[src/rtl/exam1_sched_pkg.sv]
// exam1_sched_pkg: opcodes, FSM state encoding and default operand width
// shared by the op scheduler and its shift-add multiplier.
package exam1_sched_pkg;

  localparam int DEFAULT_WIDTH = 8;

  localparam logic [1:0] OP_ADD = 2'b00;
  localparam logic [1:0] OP_SUB = 2'b01;
  localparam logic [1:0] OP_MUL = 2'b10;
  localparam logic [1:0] OP_MAX = 2'b11;

  typedef enum logic [1:0] {
    IDLE = 2'd0,
    EXEC = 2'd1,
    DONE = 2'd2
  } state_t;

endpackage

[src/rtl/exam1_op_scheduler_shift_add_mul.sv]
// shift_add_mul: WIDTH-cycle unsigned multiplier, one multiplier bit per cycle LSB first.
// product is valid combinationally during the cycle where done is high.
module shift_add_mul
  import exam1_sched_pkg::*;
#(
  parameter int WIDTH = DEFAULT_WIDTH
) (
  input  logic               clk,
  input  logic               rst,
  input  logic               start,
  input  logic [WIDTH-1:0]   a,
  input  logic [WIDTH-1:0]   b,
  output logic               done,
  output logic [2*WIDTH-1:0] product
);

  localparam int SW = (WIDTH > 1) ? $clog2(WIDTH) : 1;

  logic [2*WIDTH-1:0] r_acc;
  logic [2*WIDTH-1:0] r_mcand;
  logic [WIDTH-1:0]   r_mplier;
  logic [SW-1:0]      r_step;
  logic               r_busy;
  logic [2*WIDTH-1:0] w_partial;
  logic [2*WIDTH-1:0] w_accNext;

  assign w_partial = r_mplier[0] ? r_mcand : '0;
  assign w_accNext = r_acc + w_partial;
  assign done      = r_busy && (r_step == SW'(WIDTH - 1));
  assign product   = w_accNext;

  // The final step's sum is exposed directly so the caller can capture it on the done edge.
  always_ff @(posedge clk or posedge rst) begin
    if (rst) begin
      r_acc    <= '0;
      r_mcand  <= '0;
      r_mplier <= '0;
      r_step   <= '0;
      r_busy   <= 1'b0;
    end else if (start) begin
      r_acc    <= '0;
      r_mcand  <= {{WIDTH{1'b0}}, a};
      r_mplier <= b;
      r_step   <= '0;
      r_busy   <= 1'b1;
    end else if (r_busy) begin
      r_acc    <= w_accNext;
      r_mcand  <= r_mcand << 1;
      r_mplier <= r_mplier >> 1;
      r_step   <= r_step + SW'(1);
      if (done) begin
        r_busy <= 1'b0;
      end
    end
  end

endmodule

[src/rtl/exam1_op_scheduler.sv]
// exam1_op_scheduler: two requesters share one ADD/SUB/MUL/MAX engine behind a valid/ready result port.
// Define SCHED_FIXED_PRIO_EN for fixed priority (req0 wins ties); otherwise arbitration is round-robin.
module exam1_op_scheduler
  import exam1_sched_pkg::*;
#(
  parameter int WIDTH = DEFAULT_WIDTH
) (
  input  logic               clk,
  input  logic               rst,
  input  logic               req0_valid,
  output logic               req0_ready,
  input  logic [WIDTH-1:0]   req0_a,
  input  logic [WIDTH-1:0]   req0_b,
  input  logic [1:0]         req0_ctrl,
  input  logic               req1_valid,
  output logic               req1_ready,
  input  logic [WIDTH-1:0]   req1_a,
  input  logic [WIDTH-1:0]   req1_b,
  input  logic [1:0]         req1_ctrl,
  output logic               resp_valid,
  input  logic               resp_ready,
  output logic               resp_id,
  output logic [2*WIDTH-1:0] resp_out
);

  localparam int CW = (WIDTH > 1) ? $clog2(WIDTH) : 1;

  state_t             r_state;
  state_t             w_nextState;
  logic [WIDTH-1:0]   r_a;
  logic [WIDTH-1:0]   r_b;
  logic [1:0]         r_ctrl;
  logic               r_id;
  logic [CW-1:0]      r_cnt;
  logic [2*WIDTH-1:0] r_respOut;
  logic               r_respId;
`ifndef SCHED_FIXED_PRIO_EN
  logic               r_lastGrant;
`endif

  logic               w_grantId;
  logic               w_accept;
  logic [WIDTH-1:0]   w_selA;
  logic [WIDTH-1:0]   w_selB;
  logic [1:0]         w_selCtrl;
  logic               w_mulStart;
  logic               w_mulDone;
  logic [2*WIDTH-1:0] w_mulProduct;
  logic               w_execLast;
  logic [2*WIDTH-1:0] w_result;

  always_comb begin
    w_grantId = 1'b0;
    if (req0_valid && req1_valid) begin
`ifdef SCHED_FIXED_PRIO_EN
      w_grantId = 1'b0;
`else
      w_grantId = ~r_lastGrant;
`endif
    end else if (req1_valid) begin
      w_grantId = 1'b1;
    end
  end

  // Readys are gated by rst so nothing is accepted while reset is held.
  assign w_accept   = (r_state == IDLE) && !rst && (req0_valid || req1_valid);
  assign req0_ready = w_accept && !w_grantId;
  assign req1_ready = w_accept && w_grantId;

  assign w_selA     = w_grantId ? req1_a : req0_a;
  assign w_selB     = w_grantId ? req1_b : req0_b;
  assign w_selCtrl  = w_grantId ? req1_ctrl : req0_ctrl;
  assign w_mulStart = w_accept && (w_selCtrl == OP_MUL);

  shift_add_mul #(
    .WIDTH(WIDTH)
  ) u_mul (
    .clk     (clk),
    .rst     (rst),
    .start   (w_mulStart),
    .a       (w_selA),
    .b       (w_selB),
    .done    (w_mulDone),
    .product (w_mulProduct)
  );

  assign w_execLast = (r_state == EXEC) && (r_cnt == '0) &&
                      ((r_ctrl != OP_MUL) || w_mulDone);

  always_comb begin
    w_result = '0;
    case (r_ctrl)
      OP_ADD:  w_result = {{WIDTH{1'b0}}, r_a} + {{WIDTH{1'b0}}, r_b};
      OP_SUB:  w_result = {{WIDTH{1'b0}}, r_a} - {{WIDTH{1'b0}}, r_b};
      OP_MUL:  w_result = w_mulProduct;
      default: w_result = {{WIDTH{1'b0}}, (r_a > r_b) ? r_a : r_b};
    endcase
  end

  always_comb begin
    w_nextState = r_state;
    case (r_state)
      IDLE:    if (w_accept) w_nextState = EXEC;
      EXEC:    if (w_execLast) w_nextState = DONE;
      DONE:    if (resp_ready) w_nextState = IDLE;
      default: w_nextState = IDLE;
    endcase
  end

  always_ff @(posedge clk or posedge rst) begin
    if (rst) begin
      r_state <= IDLE;
    end else begin
      r_state <= w_nextState;
    end
  end

  // Operands are captured at accept so later port activity cannot disturb the op in flight.
  always_ff @(posedge clk or posedge rst) begin
    if (rst) begin
      r_a         <= '0;
      r_b         <= '0;
      r_ctrl      <= OP_ADD;
      r_id        <= 1'b0;
      r_cnt       <= '0;
      r_respOut   <= '0;
      r_respId    <= 1'b0;
`ifndef SCHED_FIXED_PRIO_EN
      r_lastGrant <= 1'b1;
`endif
    end else if (w_accept) begin
      r_a         <= w_selA;
      r_b         <= w_selB;
      r_ctrl      <= w_selCtrl;
      r_id        <= w_grantId;
      r_cnt       <= (w_selCtrl == OP_MUL) ? CW'(WIDTH - 1) : '0;
`ifndef SCHED_FIXED_PRIO_EN
      r_lastGrant <= w_grantId;
`endif
    end else if (r_state == EXEC) begin
      if (w_execLast) begin
        r_respOut <= w_result;
        r_respId  <= r_id;
      end else begin
        r_cnt     <= r_cnt - CW'(1);
      end
    end
  end

  assign resp_valid = (r_state == DONE);
  assign resp_out   = r_respOut;
  assign resp_id    = r_respId;

endmodule

[config.mk]
export PLATFORM = sky130hd
export DESIGN_NAME = exam1_op_scheduler
export DESIGN_NICKNAME = d
export VERILOG_FILES = /design/src/rtl/exam1_sched_pkg.sv /design/src/rtl/exam1_op_scheduler_shift_add_mul.sv /design/src/rtl/exam1_op_scheduler.sv
export SDC_FILE = /design/constraint.sdc
export NUM_CORES = 1
export LEC_CHECK = 0
export CAP_MARGIN = 10
export CORE_MARGIN = 1
export CORE_UTILIZATION = 45
export CTS_BUF_LIST = sky130_fd_sc_hd__clkbuf_2
export DETAILED_ROUTE_END_ITERATION = 7
export DONT_BUFFER_PORTS = 1
export HOLD_SLACK_MARGIN = 0.1
export SKIP_LAST_GASP = 1
export SLEW_MARGIN = 20
export SYNTH_ARGS = -nofsm -noshare
export SYNTH_HDL_FRONTEND = slang
export SYNTH_SLANG_ARGS = --single-unit
[constraint.sdc]
create_clock -name clk -period 8.7 [get_ports clk]
set_clock_uncertainty 0.2 [all_clocks]
set_input_delay 1.305 -clock clk [delete_from_list [all_inputs] [get_ports clk]]
set_output_delay 1.305 -clock clk [all_outputs]
set_load 0.01 [all_outputs]
==> flow_summary.toml, run 1 <==
[logic_synthesis]
muxShareOfSynthArea_pct = 7.48
yosys.area_share.simple_pct = 19.2
postSynthAreaPerCell_um2 = 8.81
synth_area_um2 = 5810
netlist_instances = 659
ys_ff_latch = 86
synth.distinct_cells = 68
synth_compound_area_share_pct = 20.6
syn_nets = 738
yosysMostFrequentCell = "dfrtp_1"
yosysSeqAreaShare_pct = 37.1
synth_xor_area_share_pct = 1.96
synthFlopType = "dfrtp_1"
synth.largest_area_cell = "dfrtp_1"
synth_top_area_share_pct = 36.6
yosysWarnings = 0
synthArstFlopShare_pct = 100
synth_edf_count = 0
synth_area_leaders = "dfrtp_1 (37%), ha_1 (7.5%), mux2i_1 (6.9%)"
yosys.area_share.adder_pct = 8.58
synth_common_cells = "dfrtp_1 (85), nand2_1 (60), nor2_1 (55), a21oi_1 (54), o21ai_0 (49)"
synth_top_family_by_area = "compound AO/OA/AOI/OAI gates"

[routing]
wl_per_cell_um = 18.6
wirelength_mm = 15.1
dr.first_iter.drc_count = 357
vias_per_cell = 5.87
final_antenna_net_count = 0
dr_total_vias = 4771
dr.pass1.iters = 5
drc = 0

[floorplan]
dieHeight_um = 116
core_um2 = 12600
rows = 41
dieArea_um2 = 13400
start_util_pct = 46.0
die_w_um = 116
ioPinCount = 61

[global_route]
met1_usage_pct = 34.8
grt_max_degree = 87
use_met3_pct = 4.39
grt_pass1_vias = 4529
antenna_found_initial = 0
grt_overflow = 0
busiest_layer = "met2"
track_usage_pct = 24.3
grt_use_met2_pct = 37.5
grt_pass1_wl_mm = 24.5

[timing]
layout_min_cycle_time_ps = 4140
fin_crit_sh_pct = 47.6
worst_pin_slew_ps = 1020
clock.fmax_mhz = 242
drv_slew = 0
max_slew_margin_pct = 31.8
finalSetupViolCount = 0
hold_viol_final = 0
rsz0062_at_grt = "false"
fin_tns_setup_ps = 0

[critical_path]
start_kind = "input pin"
reg2reg_slack_ps = 5280
reg2reg_depth = 10
crit_required_ps = 7190
end_kind = "output port"
worst-path-buf-inv = 0
cp_top_family = "simple AND/OR/NAND/NOR gates"
cp_max_fo = 39
path_depth = 2
crit_chain = "or4_2 > nor2_1"
critPathKind = "input pin to output port"
crit_path_max_incr_delay_ps = 940
crit_slowest_cell = "or4_2"
arrival_ps = 2630

[clock_network]
h-tree-depth = 3
clock_path_buffers = 2
cts_resized = 0
cts_tree = "done"
cts_hold_buf = 0
post_cts_buffers = 0
clock_sinks = 86
insertion_delay_ps = 600
path_clk_slew_ps = 240
cts_buffers = 9
cts_root_buffer = "clkbuf_2"

[placement]
place_area_um2 = 5870
dpl.hpwl_mm = 10.9
globalplace.congestion = 0.926
numPortBuffers = 0

[hold_path]
holdPathStages = 2
hold_class = "register to register"

[flow_run]
max_cap_violations = 0

[cells_and_area]
utilization_pct = 47.6
drive_above_1_share_pct = 6.24
n_antenna_cell = 0
area_delta_synth_final_pct = 3.36
nets = 715
postLayoutCellArea_um2 = 6000

[power]
p_leak_uw = 0.00272
max-vdd-ir-drop_mv = 0.159
p_per_area_nw_per_um2 = 390

[outcome]
status = "complete, no violations"
-- worst register-to-register path, stage by stage, from the launching register on --
cell and delay, ps:
dfrtp_1 680, and2_1 210, ha_1 190, inv_1 60
fa_1 400, nand2b_1 210, a2111oi_2 370, a211oi_2 140
o21ai_0 410, mux2_2 400, nand3_1 80
-- report_power, final --
group,switching (µW),leakage (µW),internal [µW]
clock network,156,0.0000695,69.8
registers,190,0.00106,581
logic,818,0.00158,525
-- cells by family after synthesis --
kind of cell	count (synthesis)
adders and majority gates	38
and+or+nand+nor	221
muxes	43
xor gates and xnor gates	13
AOI/OAI and AO/OA	189
DFF	86
buffers and inverters	69
-- flip-flops by register name, summed over array words and instances (netlist names) --
| signal | flops |
|---|---|
| r_id | 1 |
| resp_out | 16 |
| r_state | 2 |
| r_lastGrant | 1 |
| u_mul.r_busy | 1 |
| resp_id | 1 |
| r_b | 8 |
| u_mul.r_mcand | 16 |
| u_mul.r_acc | 16 |
| u_mul.r_step | 3 |
| r_a | 8 |
| r_cnt | 3 |
| u_mul.r_mplier | 8 |
| r_ctrl | 2 |
-- cells in the final DEF (no fill, tap or decap), types with 10 or more instances in the layout --
cell type and instances:
a211oi_1 18, a21oi_1 54, and2_1 17, dfrtp_1 84, ha_1 35, inv_1 29, mux2i_1 40, nand2_1 60
nand2b_1 10, nand3_1 11, nor2_1 55, nor2b_1 21, o21ai_0 49, xnor2_1 11
-- metal layers --
metal | share of wire [%] | wire, µm
met3 | 5.2 | 791
met2 | 46 | 6910
met5 | 0 | 0
met1 | 47 | 7170
met4 | 1.8 | 276
-- area by class of cell --
type                    count  area, µm²
inverters                  31        118
flip-flops and latches     86       2150
clock inverters             7       80.1
repair buffers              4       33.8
fillers                  1264       6620
clock buffers               9       45.0
multi-input cells         504       3350
well taps                 172        215
-- path summary, 6_finish.rpt --
| kind | endpoint | start |
|---|---|---|
| max | req1_ready | rst |
| min | resp_id$_DFFE_PP0P_ | r_id$_DFFE_PP0P_ |
| max reg2reg | resp_out[14]$_DFFE_PP0P_ | u_mul.r_mplier[0]$_DFFE_PP0P_ |
| min reg2reg | resp_id$_DFFE_PP0P_ | r_id$_DFFE_PP0P_ |
| max in group asynchronous | resp_out[11]$_DFFE_PP0P_ | rst |
| min in group asynchronous | r_b[5]$_DFFE_PP0P_ | rst |
-- through the flow --
step	total power, µW	cells	setup slack, ps	hold slack, ps
floorplan	1780	659	4790	239
global placement	2060	797	4500	253
detailed placement	2100	797	4480	254
CTS	2330	813	4480	308
global route	2540	813	4470	354
finish	2340	813	4560	306
Power figures use the tool's default switching activity.
==> run 2: changes to the inputs <==
==> constraint.sdc (replaced) <==
create_clock -name clk -period 3.6 [get_ports clk]
set_clock_uncertainty 0.2 [all_clocks]
set_input_delay 0.54 -clock clk [delete_from_list [all_inputs] [get_ports clk]]
set_output_delay 0.54 -clock clk [all_outputs]
set_load 0.01 [all_outputs]
==> run 2 against run 1 <==
  * Hold slack lost 160 ps
  * Critical path type is now register to register
  * Highest routed layer unchanged
  * Final cell count rose by 5.9%
  * Sequential share of layout area is 2.6 points lower
  * Combinational power grew to 2.5 times the previous value
==> flow_summary.toml, run 2 (synthesis gave the netlist of run 1 again) <==
[outcome]
status = "complete, no violations"

[floorplan]
dieHeight_um = 116
rows = 41
ioPinCount = 61
core_um2 = 12600
start_util_pct = 46.0
die_w_um = 116
dieArea_um2 = 13400

[critical_path]
crit_slowest_cell = "dfrtp_1"
r2r-start = "u_mul.r_mplier[0]$_DFFE_PP0P_"
arrival_ps = 3500
end_kind = "register"
cp_max_fo = 17
crit_path_start = "u_mul.r_mplier[0]$_DFFE_PP0P_"
critPathKind = "register to register"
start_kind = "register"
worst_r2r_endpoint = "resp_out[12]$_DFFE_PP0P_"
crit_chain = "and2_1 > ha_1 > inv_1 > fa_1 > nand2b_1 > a2111oi_2 > a211oi_2 > or4_1 > and3_1 > a21oi_1"
reg2reg_slack_ps = 420
reg2reg_depth = 10
crit_path_max_incr_delay_ps = 600
crit_required_ps = 3920

[clock_network]
path_clk_slew_ps = 280
h-tree-depth = 3
insertion_delay_ps = 620
clock_path_buffers = 2
cts_buffers = 9
post_cts_buffers = 0
cts_resized = 0
cts_root_buffer = "clkbuf_2"
clock_sinks = 86
cts_tree = "done"

[power]
p_leak_uw = 0.00292
max-vdd-ir-drop_mv = 0.394
p_per_area_nw_per_um2 = 902

[global_route]
grt_pass1_vias = 4880
grt_overflow = 0
grt_max_degree = 59
antenna_found_initial = 1
track_usage_pct = 25.8
grt_pass1_wl_mm = 25.9

[timing]
clock.fmax_mhz = 314
whs_ps = 151
fin_crit_sh_pct = 88.4
finalSetupViolCount = 0
layout_min_cycle_time_ps = 3180
rsz0062_at_grt = "false"
hold_viol_final = 0
drv_slew = 0
fin_tns_setup_ps = 0
max_slew_margin_pct = 53.1
worst_pin_slew_ps = 704

[routing]
dr_total_vias = 5017
wl_per_cell_um = 18.6
dr.pass1.iters = 5
vias_per_cell = 5.83
drc = 0
final_antenna_net_count = 0
wirelength_mm = 16.0
dr.first_iter.drc_count = 463

[cells_and_area]
postLayoutCellArea_um2 = 6470
drive_above_1_share_pct = 6.69
final_common_cell = "dfrtp_1"
nets = 762
utilization_pct = 51.3
layout_common_cells = "dfrtp_1 (84), nand2_1 (60), nor2_1 (55)"
area_delta_synth_final_pct = 11.4
n_fill_cell = 1255

[placement]
numPortBuffers = 0
place_area_um2 = 5920
dpl.hpwl_mm = 11.4
globalplace.congestion = 0.927

[flow_run]
max_cap_violations = 0

[hold_path]
hold_class = "input pin to async pin"
-- run 2: cell types whose count changed in the layout (fill, tap and decap cells not counted), sizes merged --
cell,before,now
diode,0,1
clkinv,3,2
bufinv,1,2
buf,4,11
inv,32,31
dlygate4sd3,0,40
clkbuf,9,10
-- run 2: how the worst max path moves through the flow --
stage / end / slack (ps) / cells after the start
final: resp_out[12]$_DFFE_PP0P_ / 420 / 10
after global routing: resp_out[12]$_DFFE_PP0P_ / 230 / 10
after CTS: resp_out[12]$_DFFE_PP0P_ / 400 / 10
after detailed placement: resp_out[12]$_DFFE_PP0P_ / 520 / 10
after global placement: resp_out[12]$_DFFE_PP0P_ / 550 / 10
after floorplan: resp_out[12]$_DFFE_PP0P_ / 630 / 11
-- run 2: per-stage QoR --
step	worst slack [ps]	cells	power (µW)
5_1_grt	229	861	6330
4_1_cts	404	860	5810
3_5_place_dp	521	804	5130
6_report	418	861	5830
3_3_place_gp	552	804	5040
2_1_floorplan	628	659	4310
-- run 2: cell type report --
class | count | area (µm²) | share of cell area [%]
multi-input cells | 504 | 3350 | 51.8
flip-flops and latches | 86 | 2150 | 33.3
repair buffers | 51 | 483 | 7.47
well taps | 172 | 215 | 3.33
inverters | 31 | 118 | 1.82
clock inverters | 6 | 92.6 | 1.43
clock buffers | 10 | 50.0 | 0.774
diodes | 1 | 2.50 | 0.0387
-- run 2: timing repair --
item | in CTS | in global routing
setup endpoints to repair | 0 | 0
endpoints found under the hold margin | 121 | 0
hold buffers | 40 | 0
-- run 2: where the power goes --
part | switching, µW | internal, µW | total, µW
clock network | 370 | 236 | 606
logic | 2040 | 1360 | 3400
registers | 425 | 1400 | 1830
total | 2840 | 3000 | 5830
-- run 2: per-layer routing --
metal	up-vias	track usage (%)	part of all wire, %	wire (µm)
li1	2415	-	-	-
met1	2442	35.1	46	7430
met2	132	40.9	46	7450
met3	28	5.07	5.2	838
met4	0	8.92	2.0	316
met5	-	0	0	0
-- run 2: worst max-delay path, delay by kind of cell (launching register included) --
kind                       cells  cell delay (ps)
and+or+nand+nor                4             1050
AOI/OAI and AO/OA              3              610
DFF                            1              600
buffers and inverters          1               70
adders and majority gates      2              570
